`src/rtl/mem_copy_engine_if.sv`:
```
// Memory-side port bundle between the copy engine and a single-port-write,
// async-read word memory.
// Ports: mem_ren/mem_raddr -> read request, mem_rdata <- combinational read data,
//        mem_wen/mem_waddr/mem_wdata -> write request (committed on the rising edge).
interface mem_copy_engine_if #(
   parameter int AW = 32,
   parameter int DW = 32
);
   logic          mem_ren;
   logic [AW-1:0] mem_raddr;
   logic [DW-1:0] mem_rdata;
   logic          mem_wen;
   logic [AW-1:0] mem_waddr;
   logic [DW-1:0] mem_wdata;

   // master: the copy engine; slave: the memory
   modport master (
      output mem_ren, mem_raddr, mem_wen, mem_waddr, mem_wdata,
      input  mem_rdata
   );

   modport slave (
      input  mem_ren, mem_raddr, mem_wen, mem_waddr, mem_wdata,
      output mem_rdata
   );
endinterface

```
`src/rtl/mem_copy_engine.sv`:
```
// In-memory word copy engine: moves len words from src_addr to dst_addr, ascending.
// Latency: one word per two clocks (RD then WR); done pulses at cycle 2*len+1 after start.
// Backpressure: none; start is only sampled in IDLE, abort cancels RD/WR at the next edge.
// Ports: clk, rst_n (async active-low); command start/src_addr/dst_addr/len/abort;
//        status busy/done/err/checksum; memory port through mem_copy_engine_if.master.
module mem_copy_engine #(
   parameter int DEPTH = 1024,
   parameter int AW    = 32,
   parameter int DW    = 32
) (
   input  logic          clk,
   input  logic          rst_n,
   input  logic          start,
   input  logic [AW-1:0] src_addr,
   input  logic [AW-1:0] dst_addr,
   input  logic [10:0]   len,
   input  logic          abort,
   output logic          busy,
   output logic          done,
   output logic          err,
   output logic [DW-1:0] checksum,
   mem_copy_engine_if.master mem
);

   typedef enum logic [2:0] {
      ST_IDLE = 3'd0,
      ST_RD   = 3'd1,
      ST_WR   = 3'd2,
      ST_DONE = 3'd3,
      ST_ERR  = 3'd4
   } state_t;

   localparam logic [AW:0] LP_DEPTH = (AW+1)'(DEPTH);

   state_t        r_state;
   state_t        w_next;
   logic [AW-1:0] r_src;
   logic [AW-1:0] r_dst;
   logic [10:0]   r_len;
   logic [10:0]   r_idx;
   logic [DW-1:0] r_data;
   logic [DW-1:0] r_checksum;

   logic          w_cmd;
   logic          w_len_zero;
   logic          w_range_bad;
   logic          w_last;
   logic [AW:0]   w_src_end;
   logic [AW:0]   w_dst_end;

   // End addresses are formed one bit wider so a source near the top of the
   // address space cannot wrap around and slip past the range check.
   assign w_src_end   = {1'b0, src_addr} + (AW+1)'(len);
   assign w_dst_end   = {1'b0, dst_addr} + (AW+1)'(len);
   assign w_range_bad = (w_src_end > LP_DEPTH) || (w_dst_end > LP_DEPTH);
   assign w_cmd       = start && !abort;
   assign w_len_zero  = (len == 11'd0);
   // r_len is never 0 while in RD/WR, so the subtraction cannot underflow there.
   assign w_last      = (r_idx == (r_len - 11'd1));
   assign checksum    = r_checksum;

   always_ff @(posedge clk or negedge rst_n) begin
      if (!rst_n) begin
         r_state <= ST_IDLE;
      end else begin
         r_state <= w_next;
      end
   end

   always_comb begin
      w_next        = r_state;
      busy          = 1'b0;
      done          = 1'b0;
      err           = 1'b0;
      mem.mem_ren   = 1'b0;
      mem.mem_raddr = '0;
      mem.mem_wen   = 1'b0;
      mem.mem_waddr = '0;
      mem.mem_wdata = '0;
      case (r_state)
         ST_IDLE: begin
            // A zero-length command completes without touching memory,
            // even if its addresses lie outside the memory.
            if (w_cmd) begin
               if (w_len_zero) begin
                  w_next = ST_DONE;
               end else if (w_range_bad) begin
                  w_next = ST_ERR;
               end else begin
                  w_next = ST_RD;
               end
            end
         end
         ST_RD: begin
            busy          = 1'b1;
            mem.mem_ren   = 1'b1;
            mem.mem_raddr = r_src + AW'(r_idx);
            w_next        = abort ? ST_IDLE : ST_WR;
         end
         ST_WR: begin
            busy          = 1'b1;
            mem.mem_wen   = 1'b1;
            mem.mem_waddr = r_dst + AW'(r_idx);
            mem.mem_wdata = r_data;
            if (abort) begin
               w_next = ST_IDLE;
            end else if (w_last) begin
               w_next = ST_DONE;
            end else begin
               w_next = ST_RD;
            end
         end
         ST_DONE: begin
            done   = 1'b1;
            w_next = ST_IDLE;
         end
         ST_ERR: begin
            err    = 1'b1;
            w_next = ST_IDLE;
         end
         default: begin
            w_next = ST_IDLE;
         end
      endcase
   end

   always_ff @(posedge clk or negedge rst_n) begin
      if (!rst_n) begin
         r_src      <= '0;
         r_dst      <= '0;
         r_len      <= '0;
         r_idx      <= '0;
         r_data     <= '0;
         r_checksum <= '0;
      end else begin
         case (r_state)
            ST_IDLE: begin
               if (w_cmd && w_len_zero) begin
                  r_checksum <= '0;
               end else if (w_cmd && !w_range_bad) begin
                  r_src      <= src_addr;
                  r_dst      <= dst_addr;
                  r_len      <= len;
                  r_idx      <= '0;
                  r_checksum <= '0;
               end
            end
            ST_RD: begin
               r_data <= mem.mem_rdata;
            end
            ST_WR: begin
               // The write lands on this edge even when aborting, so the word
               // is counted; the checksum then holds that partial sum.
               r_checksum <= r_checksum + r_data;
               if (!abort && !w_last) begin
                  r_idx <= r_idx + 11'd1;
               end
            end
            default: begin
            end
         endcase
      end
   end

endmodule
```
`src/flat_wrapper.sv`:
```
// flat-port wrapper written by rule: the top's interface ports become plain ports
module mem_copy_engine_flat 
#(
   parameter int DEPTH = 1024,
   parameter int AW    = 32,
   parameter int DW    = 32
)
  (clk, rst_n, start, src_addr, dst_addr, len, abort, busy, done, err, checksum, mem_mem_ren, mem_mem_raddr, mem_mem_wen, mem_mem_waddr, mem_mem_wdata, mem_mem_rdata);
  mem_copy_engine_if #(.AW(AW), .DW(DW)) mem_i ();
  input  logic clk;
  input  logic rst_n;
  input  logic start;
  input  logic [AW-1:0] src_addr;
  input  logic [AW-1:0] dst_addr;
  input  logic [10:0] len;
  input  logic abort;
  output logic busy;
  output logic done;
  output logic err;
  output logic [DW-1:0] checksum;
  output wire logic [$bits(mem_i.mem_ren)-1:0] mem_mem_ren;
  output wire logic [$bits(mem_i.mem_raddr)-1:0] mem_mem_raddr;
  output wire logic [$bits(mem_i.mem_wen)-1:0] mem_mem_wen;
  output wire logic [$bits(mem_i.mem_waddr)-1:0] mem_mem_waddr;
  output wire logic [$bits(mem_i.mem_wdata)-1:0] mem_mem_wdata;
  input wire logic [$bits(mem_i.mem_rdata)-1:0] mem_mem_rdata;
  assign mem_mem_ren = mem_i.mem_ren;
  assign mem_mem_raddr = mem_i.mem_raddr;
  assign mem_mem_wen = mem_i.mem_wen;
  assign mem_mem_waddr = mem_i.mem_waddr;
  assign mem_mem_wdata = mem_i.mem_wdata;
  assign mem_i.mem_rdata = mem_mem_rdata;
  mem_copy_engine #(.DEPTH(DEPTH), .AW(AW), .DW(DW)) u_core (.clk(clk), .rst_n(rst_n), .start(start), .src_addr(src_addr), .dst_addr(dst_addr), .len(len), .abort(abort), .busy(busy), .done(done), .err(err), .checksum(checksum), .mem(mem_i));
endmodule
```
`config.mk`:
```
export PLATFORM = sky130hd
export DESIGN_NAME = mem_copy_engine_flat
export DESIGN_NICKNAME = d
export VERILOG_FILES = /design/src/rtl/mem_copy_engine_if.sv /design/src/rtl/mem_copy_engine.sv /design/src/flat_wrapper.sv
export SDC_FILE = /design/constraint.sdc
export NUM_CORES = 1
export LEC_CHECK = 0
export ABC_AREA = 1
export CORE_ASPECT_RATIO = 0.75
export CORE_MARGIN = 1
export CORE_UTILIZATION = 50
export DETAILED_ROUTE_END_ITERATION = 10
export PLACE_DENSITY = 0.78
export SLEW_MARGIN = 5
export SYNTH_ARGS = -nofsm -noshare
export SYNTH_HDL_FRONTEND = slang
export SYNTH_SLANG_ARGS = --single-unit
```
`constraint.sdc`:
```
create_clock -name clk -period 2.9 [get_ports clk]
set_input_delay 0.29 -clock clk [delete_from_list [all_inputs] [get_ports clk]]
set_output_delay 0.29 -clock clk [all_outputs]
set_load 0.05 [all_outputs]
```
== Word-level counts from Yosys, hierarchy flattened ==
Cells that the tools add are included.

* Logic and storage cells: 64
* Input port bits: 111
* Register bits: 153
* Output and inout port bits: 133

* Magnitude comparators: 2
* Muxes and demuxes: 22
* Equal/unequal tests: 10
* $add $sub $neg: 7
* Reductions and logical operators: 15
* Bitwise gates (word level): 1

{| class="wikitable"
|+ Operators by type and width
! cell !! count
|-
| 2-to-1 mux 32 bit || 5
|-
| adder 32 x 11 -> 33 bit || 2
|-
| > comparator 33 x 11 -> 1 bit (second input constant) || 2
|-
| adder 32 x 11 -> 32 bit || 2
|-
| one-hot mux 32 bit (2 select lines) || 1
|-
| 2-to-1 mux 11 bit || 3
|-
| adder 32 bit || 1
|-
| one-hot mux 11 bit (2 select lines) || 1
|-
| 2-to-1 mux 3 bit || 4
|-
| adder 11 x 1 -> 11 bit (second input constant) || 1
|-
| == test 11 bit || 1
|-
| zero test 11 bit || 1
|-
| subtractor 11 x 1 -> 11 bit (second input constant) || 1
|-
| one-hot mux 3 bit (3 select lines) || 1
|-
| == test 3 x 2 -> 1 bit (second input constant) || 2
|-
| != test 2 x 1 -> 1 bit (second input constant) || 3
|-
| 2-to-1 mux 1 bit || 5
|-
| logical AND 1 bit || 4
|-
| 2-to-1 mux 2 bit || 2
|-
| AND reduction 4 bit || 1
|-
| == test 3 x 1 -> 1 bit (second input constant) || 1
|-
| == test 3 bit (second input constant) || 1
|-
| zero test 1 bit || 3
|-
| zero test 3 bit || 1
|-
| other kinds (8) || 8
|}

== Logic depth before layout (Yosys ltp) ==
Gate-level depths: netlist of the first run.

* Depth after elaboration: 8
* Mapped depth: 23
* Gate-level depth less buffers: 21

== Worst setup path after synthesis of the first run ==
No wires, ideal clock.

* Path kind: register -> output
* Start point: register u_core.r_idx[2]
* End point: output mem_mem_waddr[23]
* Arrival: 3.268 ns
* Buffers on the path: 0
* Setup slack: -0.658 ns
* Data required time: 2.610 ns
* Stages on the path, launching flop included: 16
* Path through: dfrtp_1 -> ha_1 -> nand3_1 -> nand2_1 -> nand2_1 -> nand2_1 -> a21oi_1 -> o21ai_1 -> a21boi_0 -> o21ai_1 -> nand2_1 -> nor2_1 -> nand2_1 -> clkinv_1 -> a21oi_1 -> nor3_1

* Cells in the longest elaborated chain, start to end: 2

{| class="wikitable"
|+ Ends and longest elaborated chain
! item !! line !! text
|-
| start: declaration || mem_copy_engine.sv:40 || <nowiki>logic [10:0] r_idx;</nowiki>
|-
| start signal: assignment || mem_copy_engine.sv:156 || <nowiki>r_idx <= r_idx + 11'd1;</nowiki>
|-
| adder 32 x 11 -> 32 bit || mem_copy_engine.sv:103 || <nowiki>mem.mem_waddr = r_dst + AW'(r_idx);</nowiki>
|-
| 2-to-1 mux 32 bit || mem_copy_engine.sv:80 || <nowiki>case (r_state)</nowiki>
|-
| end: declaration || flat_wrapper.sv:24 || <nowiki>output wire logic [$bits(mem_i.mem_waddr)-1:0] mem_mem_waddr;</nowiki>
|}

No other way between the ends.

== Final worst setup path of the first run ==
* Start point: register u_core.r_dst[8]
* End point: output mem_mem_waddr[28]

* Cells in the longest elaborated chain, start to end: 2

{| class="wikitable"
|+ Ends and longest elaborated chain
! item !! line !! text
|-
| start: declaration || mem_copy_engine.sv:38 || <nowiki>logic [AW-1:0] r_dst;</nowiki>
|-
| start signal: assignment || mem_copy_engine.sv:142 || <nowiki>r_dst <= dst_addr;</nowiki>
|-
| adder 32 x 11 -> 32 bit || mem_copy_engine.sv:103 ||
|-
| 2-to-1 mux 32 bit || mem_copy_engine.sv:80 ||
|}

No other way between the ends.

==> reports/metrics.yaml, run 1 <==
skew_ps: 9.24
yosys.area.top_type: "dfrtp_1"
finish.instance_area_mm2: 0.0211
hold_viol: 0
rows: 50
yosys.cell_count.top_type: "nand2_1"
grt_max_degree: 70
slew_violations: 0
startpoint_type: "register"
async_reset_ff_frac: 1.00
critPathMaxStageDelay_ps: 500
grt_pass1_wl_um: 79000
cts_tree: "yes"
max_cap_viol_count: 0
clk_latency_ps: 440
portBuffers: 243
path_buf_inv: 3
grt_overflow: 0
cp-end-kind: "output port"
crit_type: "reg -> out"
grt_pass1_vias: 15200
fp.coreArea_mm2: 0.0251
outcome: "complete, but fails checks"
cts_sinks: 153
via_per_inst: 5.87
max_freq_mhz: 282
antenna_found_initial: 0
syn_area_per_cell_um2: 6.35
synth_area_leaders: "dfrtp_1 (30%), nand2_1 (18%), inv_1 (7.9%), ha_1 (7.5%), nor2_1 (6.2%)"
clock_path_buffers: 2
grt_use_total: 0.376
ios: 244
violations: "setup timing"
die_area_mm2: 0.0263
synth_top_area_frac: 0.298
critical_path_peak_fanout: 5
seq_power_share: 0.372
detail-route-antenna-nets: 0
dpl-instance-area_mm2: 0.0182
power.internal_mw: 4.11
critPathArrivalTime_ps: 3250
p_clk_frac: 0.405
p_sw_frac: 0.302
hp-class: "in -> reg"
n_fill_cell: 1463
setup_ws_ps: -642
yosysWarnings: 0
yosysUniqueCellTypes: 42
syn_nets: 2216
diodes: 0
firstDrtPassIters: 6
drive_above_1_share: 0.293
drt-wirelength-per-cell_um: 20.1
syn_to_final_growth_pct: 64.0
clk_pin_slew_ps: 70
ys_seq_elements: 153
netlist_top_cells_count: "nand2_1 (626), inv_1 (269), nor2_1 (212)"
htreeDepth: 4
worst_pin_slew_ps: 850
synth_ff_type: "dfrtp_1"
cts-root-buf: "clkbuf_16"
cp.required_ps: 2610
power_frac_comb: 0.223
drc: 0
path_cells: "ha_4, inv_1, nor3_4, nand3_4, o2111ai_4, nor3b_4, nand4_1, buf_6, nor2_4, o21ai_2, a21oi_4, buf_12"
nets: 2705
place_hpwl_um: 35200
max_slew_margin: 0.433
initial_utilization: 0.512
fin_crit_ps: 3540
wl_um: 57600
rsz0062_at_grt: "true"
p_per_area_mw_per_mm2: 279
finalCritPeriodShare: 1.22
fin_total_pwr_mw: 5.88
p_leak_nw: 10.2
synth_edf_count: 0
drt-initial-drc-count: 2041
vias: 16800
ys_seq_area_frac: 0.298
power.switching_mw: 1.77
gp_congestion: 0.972
die_y_um: 141
cp_slowest_cell: "dfrtp_1"
synthCells: 2023
cts_buffers: 17
ir_drop_v: 0.000417
cp_top_family: "simple AND/OR/NAND/NOR gates"
dieWidth_um: 187
syn_area_mm2: 0.0128
finalSetupViolCount: 50
## registers in the layout, summed over array words and instances (netlist names)
name	count
u_core.checksum	32
u_core.r_len	11
u_core.r_idx	11
u_core.r_state	3
u_core.r_src	32
u_core.r_data	32
u_core.r_dst	32
## power groups by stage
| stage | clock [mW] | sequential [mW] | combinational (mW) |
|---|---|---|---|
| CTS | 2.36 | 2.19 | 1.18 |
| global route | 2.47 | 2.19 | 1.40 |
| floorplan | 0 | 2.28 | 0.479 |
| finish | 2.38 | 2.19 | 1.31 |
| global placement | 0 | 2.23 | 1.10 |
| detailed placement | 0 | 2.23 | 1.12 |
## path summary, 6_finish.rpt
check / slack (ps) / start / to / cells past startpoint
setup / recovery: -640 / u_core.r_dst[8] / mem_mem_waddr[28] / 12
hold reg to reg: 480 / u_core.r_src[30] / u_core.r_src[30] / 2
hold / removal: 170 / dst_addr[0] / u_core.r_dst[0] / 3
max in group asynchronous: 1570 / rst_n / u_core.r_idx[4] / 3
setup reg to reg: 240 / u_core.checksum[2] / u_core.checksum[31] / 15
min in group asynchronous: 430 / rst_n / u_core.r_data[7] / 2
## cell families after synthesis
| group | share of synthesized area |
|---|---|
| AOI/OAI and AO/OA | 0.121 |
| xor gates and xnor gates | 0.0266 |
| adders and majority gates | 0.0828 |
| buffers and inverters | 0.0960 |
| DFF | 0.298 |
| and+or+nand+nor | 0.375 |
## metal layers
| metal | global-route usage | up-vias | part of all wire |
|---|---|---|---|
| met5 | 0 | - | 0 |
| met4 | 0.138 | 0 | 0.047 |
| met3 | 0.0695 | 273 | 0.11 |
| met1 | 0.509 | 7762 | 0.39 |
| met2 | 0.601 | 1218 | 0.46 |
| li1 | - | 7539 | - |
## stage by stage
| step | cells | worst slack, ps | setup TNS [ps] | utilization | hold WS (ps) |
|---|---|---|---|---|---|
| final | 2863 | -642 | -16820 | 0.840 | 171 |
| after global routing | 2863 | -688 | -21160 | 0.840 | 201 |
| after CTS | 2838 | -336 | -6120 | 0.803 | 320 |
| after detailed placement | 2771 | -707 | -79550 | 0.724 | 336 |
| after global placement | 2771 | -674 | -76020 | 0.724 | 338 |
| after floorplan | 2023 | -213 | -213 | - | -5.59 |
## tightest hold or removal path, delay by kind of cell
kind	cells	cell delay, ps
simple gates	2	160
buf+inv	1	130
## cells in the final DEF (no fill, tap or decap), types with 9 or more instances in the layout
master and n:
or2_2 16, nor2_4 15, xor2_1 22, clkbuf_2 12
buf_4 232, nor3_1 35, dlymetal6s2s_1 20, nand3_2 19
clkbuf_16 22, a21oi_2 33, buf_6 31, nand4_1 37
xnor2_1 13, dfrtp_1 144, ha_1 40, nor2_1 163
o21ai_0 92, inv_1 260, nand3b_1 13, inv_2 11
buf_12 92, nand2_2 42, nor4_1 12, a21oi_4 14
a21oi_1 88, nand3_1 122, nand2_4 19, dfrtp_2 9
ha_4 37, nand2_1 571, nor2_2 35, nor3_2 12
o21ai_2 22, clkdlybuf4s50_1 110, o21ai_1 11
## repair_timing
item                                   in CTS  in global routing
setup endpoints to repair                 168                169
pin swaps                                  76                106
cloned                                      4                  4
endpoints found under the hold margin      66                  0
resized for setup                         253                218
hold buffers                                1                  0
buffers inserted                           32                 31
## final cells by class
type	count	area [um^2]	share of cell area
Multi-Input combinational cell	1554	9550	0.453
Timing Repair Buffer	509	5590	0.265
Sequential cell	153	3840	0.182
Inverter	277	1050	0.0500
Clock buffer	19	443	0.0210
Tap cell	338	423	0.0201
Clock inverter	13	166	0.00790
Power figures use the tool's default switching activity.
==> run 2, diff against run 1 <==
- GPL_ROUTABILITY_DRIVEN: default -> 0
==> reports/metrics.yaml, run 2 (synthesis gave the netlist of run 1 again) <==
grt_max_degree: 63  # -10%
clk_latency_ps: 440  # about the same
hp-class: "in -> reg"
max_cap_viol_count: 0  # unchanged
fp.coreArea_mm2: 0.0251  # unchanged
critPathMaxStageDelay_ps: 470  # -30 ps
ir_drop_v: 0.000422  # +1.3%
setup_ws_ps: -481  # +160 ps
initial_utilization: 0.512  # unchanged
via_per_inst: 5.92  # +0.98%
drc: 0  # unchanged
path_buf_inv: 4  # +1
syn_to_final_growth_pct: 64.6
cp-end-kind: "output port"
path_cells: "buf_12, ha_4, a21oi_2, nand2_2, nand2_1, nand2_1, a21oi_2, o21ai_2, a21boi_2, o21ai_2, buf_6, buf_4, nand2_4, o21ai_2, a21oi_2, buf_12"
finalSetupViolCount: 64  # +28%
worst_pin_slew_ps: 779  # -71.1 ps
drt-initial-drc-count: 2237  # +9.6%
finalCritPeriodShare: 1.17  # -0.0553
nets: 2690  # -0.55%
clk_pin_slew_ps: 70  # about the same
cp_top_family: "compound AO/OA/AOI/OAI gates"
die_y_um: 141  # unchanged
max_freq_mhz: 296  # +4.7%
startpoint_type: "register"
die_area_mm2: 0.0263  # unchanged
drt-wirelength-per-cell_um: 19.2  # -4.7%
place_hpwl_um: 34400  # -2.2%
dieWidth_um: 187  # unchanged
grt_use_total: 0.367  # -0.00956
cts_sinks: 153  # unchanged
cts-root-buf: "clkbuf_16"
wl_um: 54600  # -5.1%
p_per_area_mw_per_mm2: 275  # -1.6%
detail-route-antenna-nets: 0  # unchanged
critPathArrivalTime_ps: 3090  # -160 ps
slew_violations: 0  # unchanged
max_slew_margin: 0.480  # +0.0474
critical_path_peak_fanout: 6  # +1
violations: "setup timing"
hold_viol: 0  # unchanged
crit_type: "reg -> out"
cp.required_ps: 2610  # about the same
skew_ps: 10.2  # +0.982 ps
grt_overflow: 0  # unchanged
finish.instance_area_mm2: 0.0212  # +0.40%
dpl-instance-area_mm2: 0.0178  # -1.8%
mostFrequentLayoutCells: "nand2_1 (556), inv_1 (258), buf_4 (206)"
ios: 244  # unchanged
portBuffers: 243  # unchanged
firstDrtPassIters: 8  # +2
vias: 16900  # +0.52%
clock_path_buffers: 2  # unchanged
cp_slowest_cell: "dfrtp_2"
grt_pass1_vias: 15100  # -0.79%
outcome: "complete, but fails checks"
htreeDepth: 4  # unchanged
rows: 50  # unchanged
rsz0062_at_grt: "true"
drive_above_1_share: 0.304  # +0.0117
cts_buffers: 17  # unchanged
antenna_found_initial: 1  # +1
fin_crit_ps: 3380  # -160 ps
post-place-ws_ps: -772  # -64.6 ps
final_common_cell: "nand2_1"
cts_tree: "yes"
grt_pass1_wl_um: 77400  # -2.1%
p_leak_nw: 9.96  # -2.2%
[run 2: changes by cell type in the layout (fill, tap and decap cells not counted), sizes merged]
cell / change
bufbuf: -1
inv: -1
buf: -13
clkbuf: +6
clkinv: -2
dlymetal6s2s: -17
bufinv: -1
dlygate4sd2: +14
diode: +2
[run 2: final cells by class]
class	count	area, um^2
Antenna cell	2	5.00
Clock buffer	23	478
Clock inverter	9	114
Fill cell	1426	3940
Inverter	277	1060
Multi-Input combinational cell	1554	9780
Sequential cell	153	3840
Tap cell	338	423
Timing Repair Buffer	494	5440
[run 2: timing repair]
item                                   in CTS  in global routing
cloned                                      3                  5
gates resized for setup                   323                241
setup endpoints to repair                 168                170
endpoints found under the hold margin      59                  0
hold buffers                                1                  0
pin swaps                                  81                116
buffers inserted                           40                 55
[run 2: path summary, 6_finish.rpt]
check / from / to / slack (ps) / cells past startpoint
max: u_core.r_idx[2] / mem_mem_waddr[15] / -480 / 16
min: src_addr[0] / u_core.r_src[0] / 150 / 3
max reg2reg: u_core.checksum[2] / u_core.checksum[31] / 210 / 15
min reg2reg: u_core.r_src[29] / u_core.r_src[29] / 480 / 2
max in group asynchronous: rst_n / u_core.r_dst[10] / 1710 / 3
min in group asynchronous: rst_n / u_core.checksum[5] / 420 / 2
[run 2: through the flow]
step	hold slack, ps	utilization	std cells	TNS, ps	power (mW)
2_1_floorplan	-5.59	-	2023	-213	2.76
3_3_place_gp	312	0.711	2731	-66390	3.29
3_5_place_dp	314	0.711	2731	-84250	3.32
4_1_cts	285	0.798	2802	-7170	5.64
5_1_grt	163	0.843	2849	-23780	5.98
6_report	152	0.843	2850	-15950	5.81
[run 2: per-layer routing]
| metal | track usage | share of wire | vias up |
|---|---|---|---|
| li1 | - | - | 7516 |
| met1 | 0.492 | 0.38 | 7787 |
| met2 | 0.592 | 0.46 | 1280 |
| met3 | 0.0670 | 0.12 | 297 |
| met4 | 0.132 | 0.047 | 0 |
| met5 | 0 | 0 | - |
[run 2: power breakdown]
part	switching (mW)	internal (mW)	leakage [nW]
registers	0.0276	2.16	1.79
clock network	0.961	1.34	0.280
logic	0.767	0.548	7.89
[run 2: worst min-delay path, cell delays in order]
cell      delay [ps]
clkbuf_2         120
nand3_1           90
nand2_1           60
